===== src/rtl/sgb_pkg.sv =====
// Shared types and constants for the SGB joypad port: packet FSM states,
// P14/P15 bit symbols and the MLT_REQ command code.
package sgb_pkg;

    typedef enum logic [2:0] {
        ST_IDLE      = 3'd0,
        ST_RST_REL   = 3'd1,
        ST_BIT_WAIT  = 3'd2,
        ST_BIT_REL   = 3'd3,
        ST_STOP_WAIT = 3'd4,
        ST_STOP_REL  = 3'd5
    } rx_state_e;

    localparam logic [1:0] P54_RST  = 2'b00;
    localparam logic [1:0] P54_ZERO = 2'b10;
    localparam logic [1:0] P54_ONE  = 2'b01;
    localparam logic [1:0] P54_IDLE = 2'b11;

    localparam logic [4:0]  CMD_MLT_REQ = 5'h11;
    localparam int unsigned PKT_BITS    = 128;

    // MLT_REQ player-count code to (players - 1); code 10 is reserved and maps to one player
    function automatic logic [1:0] mlt_players(input logic [1:0] code);
        return (code == 2'b10) ? 2'b00 : code;
    endfunction

endpackage


===== src/rtl/sgb_pkt_rx.sv =====
// SGB packet deserialiser: decodes P14/P15 symbols into bytes and raises
// one-clk write/done/error strobes after each clk_en sample.
module sgb_pkt_rx
    import sgb_pkg::*;
#(
    parameter int unsigned PKT_BYTES = PKT_BITS / 8
) (
    input  logic       clk,
    input  logic       reset_n,
    input  logic       clk_en_i,
    input  logic [1:0] joy_p54_i,
    output logic       pkt_wr_o,
    output logic [3:0] pkt_addr_o,
    output logic [7:0] pkt_data_o,
    output logic       pkt_done_o,
    output logic       pkt_err_o,
    output logic       done_c
);

    localparam int unsigned NBITS = PKT_BYTES * 8;
    localparam int unsigned CNT_W = $clog2(NBITS) + 1;

    rx_state_e          state_q, state_d;
    logic [CNT_W-1:0]   bit_cnt_q, bit_cnt_d;
    logic [7:0]         shift_q, shift_d;
    logic               wr_q, wr_d;
    logic [3:0]         addr_q, addr_d;
    logic [7:0]         data_q, data_d;
    logic               done_q, done_d;
    logic               err_q, err_d;

    always_ff @(posedge clk or negedge reset_n) begin
        if (!reset_n) begin
            state_q   <= ST_IDLE;
            bit_cnt_q <= '0;
            shift_q   <= '0;
            wr_q      <= 1'b0;
            addr_q    <= '0;
            data_q    <= '0;
            done_q    <= 1'b0;
            err_q     <= 1'b0;
        end else begin
            state_q   <= state_d;
            bit_cnt_q <= bit_cnt_d;
            shift_q   <= shift_d;
            wr_q      <= wr_d;
            addr_q    <= addr_d;
            data_q    <= data_d;
            done_q    <= done_d;
            err_q     <= err_d;
        end
    end

    // Next state; strobes default low so each lasts exactly one clk
    always_comb begin
        state_d   = state_q;
        bit_cnt_d = bit_cnt_q;
        shift_d   = shift_q;
        wr_d      = 1'b0;
        addr_d    = addr_q;
        data_d    = data_q;
        done_d    = 1'b0;
        err_d     = 1'b0;

        if (clk_en_i) begin
            unique case (state_q)
                ST_IDLE: begin
                    if (joy_p54_i == P54_RST) begin
                        bit_cnt_d = '0;
                        state_d   = ST_RST_REL;
                    end
                end
                ST_RST_REL: begin
                    if (joy_p54_i == P54_IDLE) state_d = ST_BIT_WAIT;
                end
                ST_BIT_WAIT: begin
                    if (joy_p54_i == P54_RST) begin
                        err_d     = 1'b1;
                        bit_cnt_d = '0;
                        state_d   = ST_RST_REL;
                    end else if (joy_p54_i != P54_IDLE) begin
                        shift_d   = {joy_p54_i == P54_ONE, shift_q[7:1]};
                        bit_cnt_d = bit_cnt_q + CNT_W'(1);
                        state_d   = ST_BIT_REL;
                        if (bit_cnt_q[2:0] == 3'd7) begin
                            wr_d   = 1'b1;
                            addr_d = 4'(bit_cnt_q >> 3);
                            data_d = shift_d;
                        end
                    end
                end
                ST_BIT_REL: begin
                    if (joy_p54_i == P54_RST) begin
                        err_d     = 1'b1;
                        bit_cnt_d = '0;
                        state_d   = ST_RST_REL;
                    end else if (joy_p54_i == P54_IDLE) begin
                        state_d = (bit_cnt_q == CNT_W'(NBITS)) ? ST_STOP_WAIT : ST_BIT_WAIT;
                    end
                end
                ST_STOP_WAIT: begin
                    if (joy_p54_i == P54_RST) begin
                        err_d     = 1'b1;
                        bit_cnt_d = '0;
                        state_d   = ST_RST_REL;
                    end else if (joy_p54_i == P54_ZERO) begin
                        state_d = ST_STOP_REL;
                    end else if (joy_p54_i == P54_ONE) begin
                        err_d   = 1'b1;
                        state_d = ST_IDLE;
                    end
                end
                ST_STOP_REL: begin
                    if (joy_p54_i == P54_IDLE) begin
                        done_d  = 1'b1;
                        state_d = ST_IDLE;
                    end
                end
                default: state_d = ST_IDLE;
            endcase
        end
    end

    assign done_c     = done_d;
    assign pkt_wr_o   = wr_q;
    assign pkt_addr_o = addr_q;
    assign pkt_data_o = data_q;
    assign pkt_done_o = done_q;
    assign pkt_err_o  = err_q;

endmodule


===== src/rtl/sgb_joypad_ctrl.sv =====
// SGB joypad port controller: multiplayer joy_din mux, player index tracking
// and MLT_REQ decode on top of the packet receiver.
module sgb_joypad_ctrl
    import sgb_pkg::*;
#(
    parameter int unsigned PKT_BYTES = PKT_BITS / 8
) (
    input  logic       clk,
    input  logic       reset_n,
    input  logic       clk_en,
    input  logic [1:0] joy_p54,
    output logic [3:0] joy_din,
    input  logic [7:0] joy0,
    input  logic [7:0] joy1,
    input  logic [7:0] joy2,
    input  logic [7:0] joy3,
    output logic       pkt_wr,
    output logic [3:0] pkt_addr,
    output logic [7:0] pkt_data,
    output logic       pkt_done,
    output logic       pkt_err,
    output logic [1:0] players,
    output logic [1:0] player_idx
);

    logic       done_c;
    logic [4:0] cmd_q;
    logic [1:0] mlt_code_q;
    logic [1:0] players_q, players_d;
    logic [1:0] idx_q, idx_d;
    logic [1:0] p54_prev_q;
    logic [3:0] joy_din_q, joy_din_d;
    logic [7:0] joy_sel;

    sgb_pkt_rx #(
        .PKT_BYTES (PKT_BYTES)
    ) u_rx (
        .clk        (clk),
        .reset_n    (reset_n),
        .clk_en_i   (clk_en),
        .joy_p54_i  (joy_p54),
        .pkt_wr_o   (pkt_wr),
        .pkt_addr_o (pkt_addr),
        .pkt_data_o (pkt_data),
        .pkt_done_o (pkt_done),
        .pkt_err_o  (pkt_err),
        .done_c     (done_c)
    );

    always_ff @(posedge clk or negedge reset_n) begin
        if (!reset_n) begin
            cmd_q      <= '0;
            mlt_code_q <= '0;
            players_q  <= '0;
            idx_q      <= '0;
            p54_prev_q <= P54_IDLE;
            joy_din_q  <= 4'hF;
        end else begin
            if (pkt_wr && pkt_addr == 4'd0) cmd_q      <= pkt_data[7:3];
            if (pkt_wr && pkt_addr == 4'd1) mlt_code_q <= pkt_data[1:0];
            if (clk_en) p54_prev_q <= joy_p54;
            players_q <= players_d;
            idx_q     <= idx_d;
            joy_din_q <= joy_din_d;
        end
    end

    // MLT_REQ completion takes priority over an index step on the same sample
    always_comb begin
        players_d = players_q;
        idx_d     = idx_q;
        if (clk_en) begin
            if (done_c && cmd_q == CMD_MLT_REQ) begin
                players_d = mlt_players(mlt_code_q);
                idx_d     = 2'd0;
            end else if (players_q == 2'd0) begin
                idx_d = 2'd0;
            end else if (!p54_prev_q[0] && joy_p54 == P54_IDLE) begin
                idx_d = (idx_q == players_q) ? 2'd0 : idx_q + 2'd1;
            end
        end
    end

    always_comb begin
        joy_sel = joy0;
        unique case (idx_q)
            2'd1:    joy_sel = joy1;
            2'd2:    joy_sel = joy2;
            2'd3:    joy_sel = joy3;
            default: joy_sel = joy0;
        endcase
    end

    always_comb begin
        joy_din_d = 4'hF;
        unique case (joy_p54)
            P54_ZERO: joy_din_d = ~joy_sel[3:0];
            P54_ONE:  joy_din_d = ~joy_sel[7:4];
            P54_RST:  joy_din_d = ~(joy_sel[3:0] | joy_sel[7:4]);
            default:  joy_din_d = ~{2'b00, idx_q};
        endcase
    end

    assign joy_din    = joy_din_q;
    assign players    = players_q;
    assign player_idx = idx_q;

endmodule


===== config.mk =====
export PLATFORM = sky130hd
export DESIGN_NAME = sgb_joypad_ctrl
export DESIGN_NICKNAME = d
export VERILOG_FILES = /design/src/rtl/sgb_pkg.sv /design/src/rtl/sgb_pkt_rx.sv /design/src/rtl/sgb_joypad_ctrl.sv
export SDC_FILE = /design/constraint.sdc
export NUM_CORES = 1
export LEC_CHECK = 0
export BUFFER_PORTS_ARGS = -buffer_cell sky130_fd_sc_hd__buf_2
export CORE_ASPECT_RATIO = 0.9
export CORE_MARGIN = 1
export CORE_UTILIZATION = 47
export DETAILED_ROUTE_END_ITERATION = 16
export HOLD_SLACK_MARGIN = 0.08
export PLACE_DENSITY = 0.77
export REMOVE_ABC_BUFFERS = 1
export SLEW_MARGIN = 20
export SYNTH_ARGS = -nofsm -noshare
export SYNTH_HDL_FRONTEND = slang
export SYNTH_SLANG_ARGS = --single-unit

===== constraint.sdc =====
create_clock -name clk -period 1.5 [get_ports clk]
set_input_delay 0.15 -clock clk [delete_from_list [all_inputs] [get_ports clk]]
set_output_delay 0.15 -clock clk [all_outputs]
set_load 0.01 [all_outputs]

==> flow_metrics.py, run 1 <==
metrics = {
    "setup_path": {
        "criticalPathCategory": "reg2reg",
        "required_ns": 1.71,
        "critPathMaxFanout": 10,
        "crit_path_end_kind": "register",
        "cp.arrival_ns": 1.73,
        "critPathLaunchType": "register",
    },
    "routing": {
        "drc_errors": 0,
        "firstDrtPassIters": 4,
        "drt_iter0_drc": 130,
        "viasPerCell": 5.67,
        "via_count": 2212,
        "drtAntennaViolNets": 0,
        "wire_per_inst_um": 16.5,
        "drt-total-wl_mm": 6.43,
    },
    "place": {
        "dpl_worst_slack_ns": -0.0969,
        "placed_area_um2": 3130,
        "dp_hpwl_mm": 4.31,
        "dp.cells": 371,
        "port_buffers": 59,
        "finalWeightedCongestion": 0.794,
    },
    "synth": {
        "synth_top_cell_area_share_pct": 42.1,
        "synth_cells": 232,
        "netlist_area_um2": 2620,
        "synth-warning-count": 0,
        "synth.avg_cell_area_um2": 11.3,
        "synthArstFlopShare_pct": 100,
        "yosys.area.top_type": "dfrtp_1",
        "synth_area_leaders": "dfrtp_1 42%, mux2_2 8.2%, dfstp_2 5.0%",
        "ys_ff_latch": 49,
        "synth_ff_type": "dfrtp_1",
        "ys_types": 54,
        "synth_edf_count": 0,
        "synth-seq-area-share_pct": 47.1,
    },
    "grt": {
        "grt_overflow_total": 0,
        "grt_pass1_wl_mm": 10.0,
        "grt_pass1_vias": 2175,
        "grt_use_total_pct": 22.2,
        "grt_max_degree": 35,
        "antenna_found_initial": 0,
    },
    "status": {
        "run_status": "complete, but fails checks",
        "violations": "setup timing",
    },
    "die": {
        "die_y_um": 72.8,
        "io_pins": 60,
        "die-area_um2": 5870,
        "rows": 25,
        "initial_core_util_pct": 49.2,
        "dieWidth_um": 80.6,
        "core_um2": 5320,
    },
    "final_layout": {
        "fin_nets": 366,
        "multi_input_area_um2": 1390,
        "stdcell_area_um2": 3500,
        "regArea_um2": 1240,
        "antennaDiodeCount": 0,
        "final_cells": 390,
        "syn2layout_area_growth_pct": 33.8,
        "fillCellCount": 424,
        "drive_gt1_share_pct": 52.6,
    },
    "sta": {
        "worst_pin_slew_ns": 0.459,
        "slew_headroom_pct": 69.2,
        "slew_viol_final": 0,
        "clock_skew_ns": 0.00685,
        "fin_crit_ns": 1.52,
        "setup_viol": 11,
        "hold_violations": 0,
        "timing.hold.ws_ns": 0.153,
        "max_freq_mhz": 658,
        "rsz0062_at_grt": "true",
        "finalCritPeriodShare_pct": 101,
        "setup_slack_ns": -0.0200,
    },
    "clock_network": {
        "clkTransAtPathRegs_ns": 0.10,
        "cts_sinks": 49,
        "cts_root_buffer": "clkbuf_8",
        "cts_tree": "done",
        "cts_buffer_depth": 2,
        "numCtsBuffers": 5,
        "clock_latency_ns": 0.31,
        "htreeDepth": 2,
    },
    "job": {
        "maxCapViolCount": 0,
    },
    "pwr": {
        "powerDensity_nw_per_um2": 1170,
        "p_total_mw": 4.09,
        "leakagePower_nw": 1.77,
        "vdd_drop_max_mv": 0.726,
    },
    "min_path": {
        "hold_path_class": "in2reg",
    },
}
## final cells by class
cell class / count / share of cell area (%)
inverter: 15 / 1.61
timing repair buffer: 97 / 18.3
clock buffer: 5 / 1.97
tap: 67 / 2.40
multi-input combinational: 154 / 39.6
clock inverter: 3 / 0.715
sequential: 49 / 35.4
## cells in the final DEF, fill, tap and decap left out, types with 2 or more instances in the layout
cell type,n
ha_1,2
dfrtp_1,39
dfstp_2,5
o211ai_1,3
inv_6,2
nand3_1,4
ha_2,4
a21oi_1,9
buf_2,59
and3_1,5
o21a_1,2
o221ai_1,2
clkbuf_8,5
a222oi_1,8
buf_12,2
nand2_1,8
o21ai_1,5
buf_6,4
o21ai_0,9
nand2b_1,5
nand3b_4,3
a22o_1,2
nor2b_1,2
inv_1,14
o22a_1,2
nor2_1,10
mux2_2,12
o22ai_1,3
buf_4,30
a31oi_1,4
nor4b_2,3
dfrtp_2,5
mux2_4,14
a21oi_2,3
## logic make-up (layout without fill, tap and decap cells)
kind of cell	after synthesis	in the layout	synth area share, %
muxes	27	27	12.6
adders and majority gates	7	7	3.35
xor gates and xnor gates	1	1	0.335
buffers and inverters	30	120	5.84
DFF	49	49	47.1
AOI/OAI and AO/OA	62	62	16.2
and+or+nand+nor	56	57	14.5
## per-stage QoR
step	util, %	setup TNS, ns
6_report	65.8	-0.156
5_1_grt	65.8	-1.13
4_1_cts	62.8	-0.0136
3_5_place_dp	58.9	-1.93
3_3_place_gp	58.9	-0.543
2_1_floorplan	-	-1.00
## sequential cells by signal, summed over array words and instances, names as in the netlist
signal / flops
u_rx.state_q: 3
joy_din: 4
u_rx.pkt_wr_o: 1
u_rx.shift_q: 7
u_rx.pkt_err_o: 1
p54_prev_q: 1
mlt_code_q: 2
u_rx.pkt_done_o: 1
u_rx.bit_cnt_q: 8
u_rx.pkt_addr_o: 4
cmd_q: 5
u_rx.pkt_data_o: 8
players: 2
player_idx: 2
## synth_stat cells, types with 4 or more instances
master,count
a21oi_1,12
a222oi_1,8
a31oi_1,4
and3_1,5
buf_4,4
clkbuf_1,5
dfrtp_1,44
dfstp_2,5
ha_1,7
inv_1,15
mux2_2,19
mux2_4,7
nand2_1,9
nand2b_1,5
nand3_1,4
nor2_1,10
o21ai_0,9
o21ai_1,6
## report_power, final
part,switching (mW),internal [mW],total (mW)
sequential,0.173,1.57,1.74
clock,0.489,0.341,0.830
combinational,0.708,0.808,1.52
total,1.37,2.72,4.09
## worst max-delay path, stage by stage (launching register included)
cell	delay, ns
dfrtp_2	0.50
nand4bb_4	0.24
nor2_4	0.20
clkbuf_16	0.18
mux2_4	0.29
## timing repair
| action | 4_1_cts | 5_1_grt |
|---|---|---|
| endpoints found under the hold margin | 15 | 0 |
| gates resized for setup | 17 | 28 |
| pin swaps | 7 | 12 |
| hold buffers | 1 | 0 |
| setup endpoints to repair | 34 | 29 |
| gates cloned | 1 | 1 |
| buffers inserted | 6 | 2 |
## final timing paths
check	from	slack (ns)	cells after the start	to
setup / recovery	u_rx.state_q[0]	-0.02	4	u_rx.shift_q[2]
hold / removal	joy0[2]	0.15	3	joy_din[2]
setup reg to reg	u_rx.state_q[0]	-0.02	4	u_rx.shift_q[2]
hold reg to reg	p54_prev_q[0]	0.51	2	p54_prev_q[0]
max in group asynchronous	reset_n	0.71	3	u_rx.bit_cnt_q[7]
min in group asynchronous	reset_n	0.29	2	u_rx.state_q[0]
## routing by layer
metal | wire length (um) | track usage (%)
met1 | 2900 | 29.1
met4 | 79 | 7.34
met2 | 3180 | 37.3
met3 | 269 | 3.88
met5 | 0 | 0
Note: power is estimated with default switching activity, not from simulation.
==> run 2: changes to the inputs <==
--- a/config.mk
+++ b/config.mk
@@ -11,9 +11,9 @@
 export CORE_UTILIZATION = 47
 export DETAILED_ROUTE_END_ITERATION = 16
 export HOLD_SLACK_MARGIN = 0.08
-export PLACE_DENSITY = 0.77
+export PLACE_DENSITY = 0.76
 export REMOVE_ABC_BUFFERS = 1
-export SLEW_MARGIN = 20
 export SYNTH_ARGS = -nofsm -noshare
 export SYNTH_HDL_FRONTEND = slang
+export SYNTH_HIERARCHICAL = 1
 export SYNTH_SLANG_ARGS = --single-unit
==> run 2 against run 1 <==
Effect of this change: the flow still finishes with violations (setup timing); first-iteration DRC count up 10%; non-clock buffer count up 34; clock power up 17%; worst hold slack worse by 0.028 ns.
==> flow_metrics.py, run 2 <==
metrics = {
    "clock_network": {
        "cts_root_buffer": "clkbuf_8",
        "numCtsBuffers": 5,
        "clkTransAtPathRegs_ns": 0.10,
        "cts_sinks": 49,
        "clock_latency_ns": 0.31,
        "cts_buffer_depth": 2,
        "cts_tree": "done",
        "htreeDepth": 2,
    },
    "sta": {
        "clock_skew_ns": 0.00774,
        "rsz0062_at_grt": "true",
        "setup_viol": 26,
        "finalCritPeriodShare_pct": 109,
        "worst_pin_slew_ns": 0.519,
        "max_freq_mhz": 613,
        "timing.hold.ws_ns": 0.125,
        "setup_slack_ns": -0.130,
        "slew_headroom_pct": 65.0,
        "hold_violations": 0,
        "fin_crit_ns": 1.63,
        "slew_viol_final": 0,
        "tns_ns": -1.46,
    },
    "synth": {
        "netlist_area_um2": 2730,
        "synth_area_leaders": "dfrtp_1 40%, mux2_2 7.8%, ha_1 6.4%",
        "synth_cells": 241,
        "synth_ff_type": "dfrtp_1",
        "synth.avg_cell_area_um2": 11.3,
        "synth_edf_count": 0,
        "synth_top_cell_area_share_pct": 40.3,
        "synth-warning-count": 6,
        "ys_types": 50,
        "yosys.area.top_type": "dfrtp_1",
        "synth_most_common_cell": "dfrtp_1",
        "synthArstFlopShare_pct": 100,
        "ys_top_cells_by_count": "44 x dfrtp_1, 19 x mux2_2, 17 x inv_1, 17 x nor2_1, 14 x ha_1",
        "ys_ff_latch": 49,
        "synth-seq-area-share_pct": 45.1,
    },
    "die": {
        "core_um2": 5410,
        "rows": 25,
        "initial_core_util_pct": 50.5,
        "die_y_um": 74.3,
        "io_pins": 60,
        "die-area_um2": 6120,
        "dieWidth_um": 82.3,
    },
    "grt": {
        "grt_overflow_total": 0,
        "antenna_found_initial": 0,
        "grt_pass1_vias": 2360,
        "grt_use_total_pct": 25.3,
        "grt_pass1_wl_mm": 11.4,
        "grt_max_degree": 25,
    },
    "final_layout": {
        "antennaDiodeCount": 0,
        "final_cells": 440,
        "stdcell_area_um2": 4060,
        "final_common_cell": "buf_2",
        "utilization_pct": 75.1,
        "fin_nets": 423,
        "drive_gt1_share_pct": 60.3,
        "final_cell_mix": "59 x buf_2, 56 x buf_4, 41 x dfrtp_1, 17 x mux2_2, 16 x nor2_1",
        "syn2layout_area_growth_pct": 48.8,
    },
    "setup_path": {
        "crit_path_end_kind": "register",
        "critPathMaxFanout": 6,
        "required_ns": 1.71,
        "critPathLaunchType": "register",
        "cp.arrival_ns": 1.84,
        "criticalPathCategory": "reg2reg",
    },
    "routing": {
        "drt_iter0_drc": 143,
        "viasPerCell": 5.62,
        "drt-total-wl_mm": 7.84,
        "firstDrtPassIters": 6,
        "drtAntennaViolNets": 0,
        "via_count": 2474,
        "drc_errors": 0,
        "wire_per_inst_um": 17.8,
    },
    "status": {
        "violations": "setup timing",
        "run_status": "complete, but fails checks",
    },
    "pwr": {
        "vdd_drop_max_mv": 0.852,
        "leakagePower_nw": 2.04,
        "p_total_mw": 5.63,
        "powerDensity_nw_per_um2": 1390,
    },
    "place": {
        "finalWeightedCongestion": 0.838,
        "port_buffers": 59,
        "dpl_worst_slack_ns": -0.225,
        "placed_area_um2": 3500,
        "dp.cells": 417,
        "dp_hpwl_mm": 5.13,
    },
    "min_path": {
        "hold_path_class": "in2reg",
    },
    "job": {
        "maxCapViolCount": 0,
    },
}
[run 2: cell types whose count changed after synthesis, moves of 4 or more]
cell | previous run | this run
a31oi_1 | 4 | 0
nor2_1 | 10 | 17
and3_1 | 5 | 0
ha_1 | 7 | 14
a21oi_1 | 12 | 6
nor3_1 | 1 | 6
nand3_1 | 4 | 9
o21ai_1 | 6 | 0
[run 2: report_power, final]
part | switching, mW | leakage [nW] | total, mW | internal [mW]
registers | 0.244 | 0.642 | 1.85 | 1.60
logic | 1.29 | 1.34 | 2.81 | 1.52
clock network | 0.472 | 0.0585 | 0.972 | 0.500
[run 2: cells by family (layout without fill, tap and decap cells)]
logic type / Yosys count / count (layout) / share of synthesized area, %
AO/OA/AOI/OAI: 52 / 52 / 14.6
XOR/XNOR: 1 / 1 / 0.321
adder cells (fa/ha/maj): 14 / 14 / 6.42
buffers and inverters: 25 / 156 / 4.45
flip-flops: 49 / 49 / 45.1
multiplexers: 30 / 30 / 13.4
AND/OR/NAND/NOR: 70 / 71 / 15.7
[run 2: per-layer routing]
metal	routed length [um]	vias up	GRT usage, %
met3	298	15	4.54
met1	3370	1232	33.2
li1	-	1162	-
met4	114	0	10.5
met2	4060	65	41.1
met5	0	-	0
[run 2: layout make-up]
| cell class | count | area, um^2 |
|---|---|---|
| fillers | 336 | 1350 |
| clock buffers | 5 | 68.8 |
| clock inverters | 3 | 43.8 |
| inverters | 17 | 63.8 |
| multi-input cells | 168 | 1660 |
| flip-flops and latches | 49 | 1240 |
| repair buffers | 131 | 903 |
| well taps | 67 | 83.8 |
[run 2: worst paths after layout]
check | start | end | slack [ns] | depth (start not counted)
max | u_rx/state_q[0] | u_rx/bit_cnt_q[4] | -0.13 | 5
min | joy0[3] | joy_din[3] | 0.12 | 3
max reg2reg | u_rx/state_q[0] | u_rx/bit_cnt_q[4] | -0.13 | 5
min reg2reg | cmd_q[0] | cmd_q[0] | 0.51 | 1
max in group asynchronous | reset_n | joy_din[3] | 0.72 | 3
min in group asynchronous | reset_n | cmd_q[3] | 0.26 | 2
[run 2: critical path, cell delays in order, from the launching register on]
cell      delay, ns
dfrtp_2        0.47
buf_6          0.15
and3b_2        0.25
o211ai_4       0.31
nand2_2        0.11
a32o_1         0.24
[run 2: repair_timing]
action                                  in CTS  in global routing
gates cloned                                 1                  0
hold endpoints to repair                    44                  0
pin swaps                                   12                 26
buffers inserted                            11                  3
resized for setup                           37                 40
hold buffers                                 1                  0
endpoints found under the setup margin      34                 42
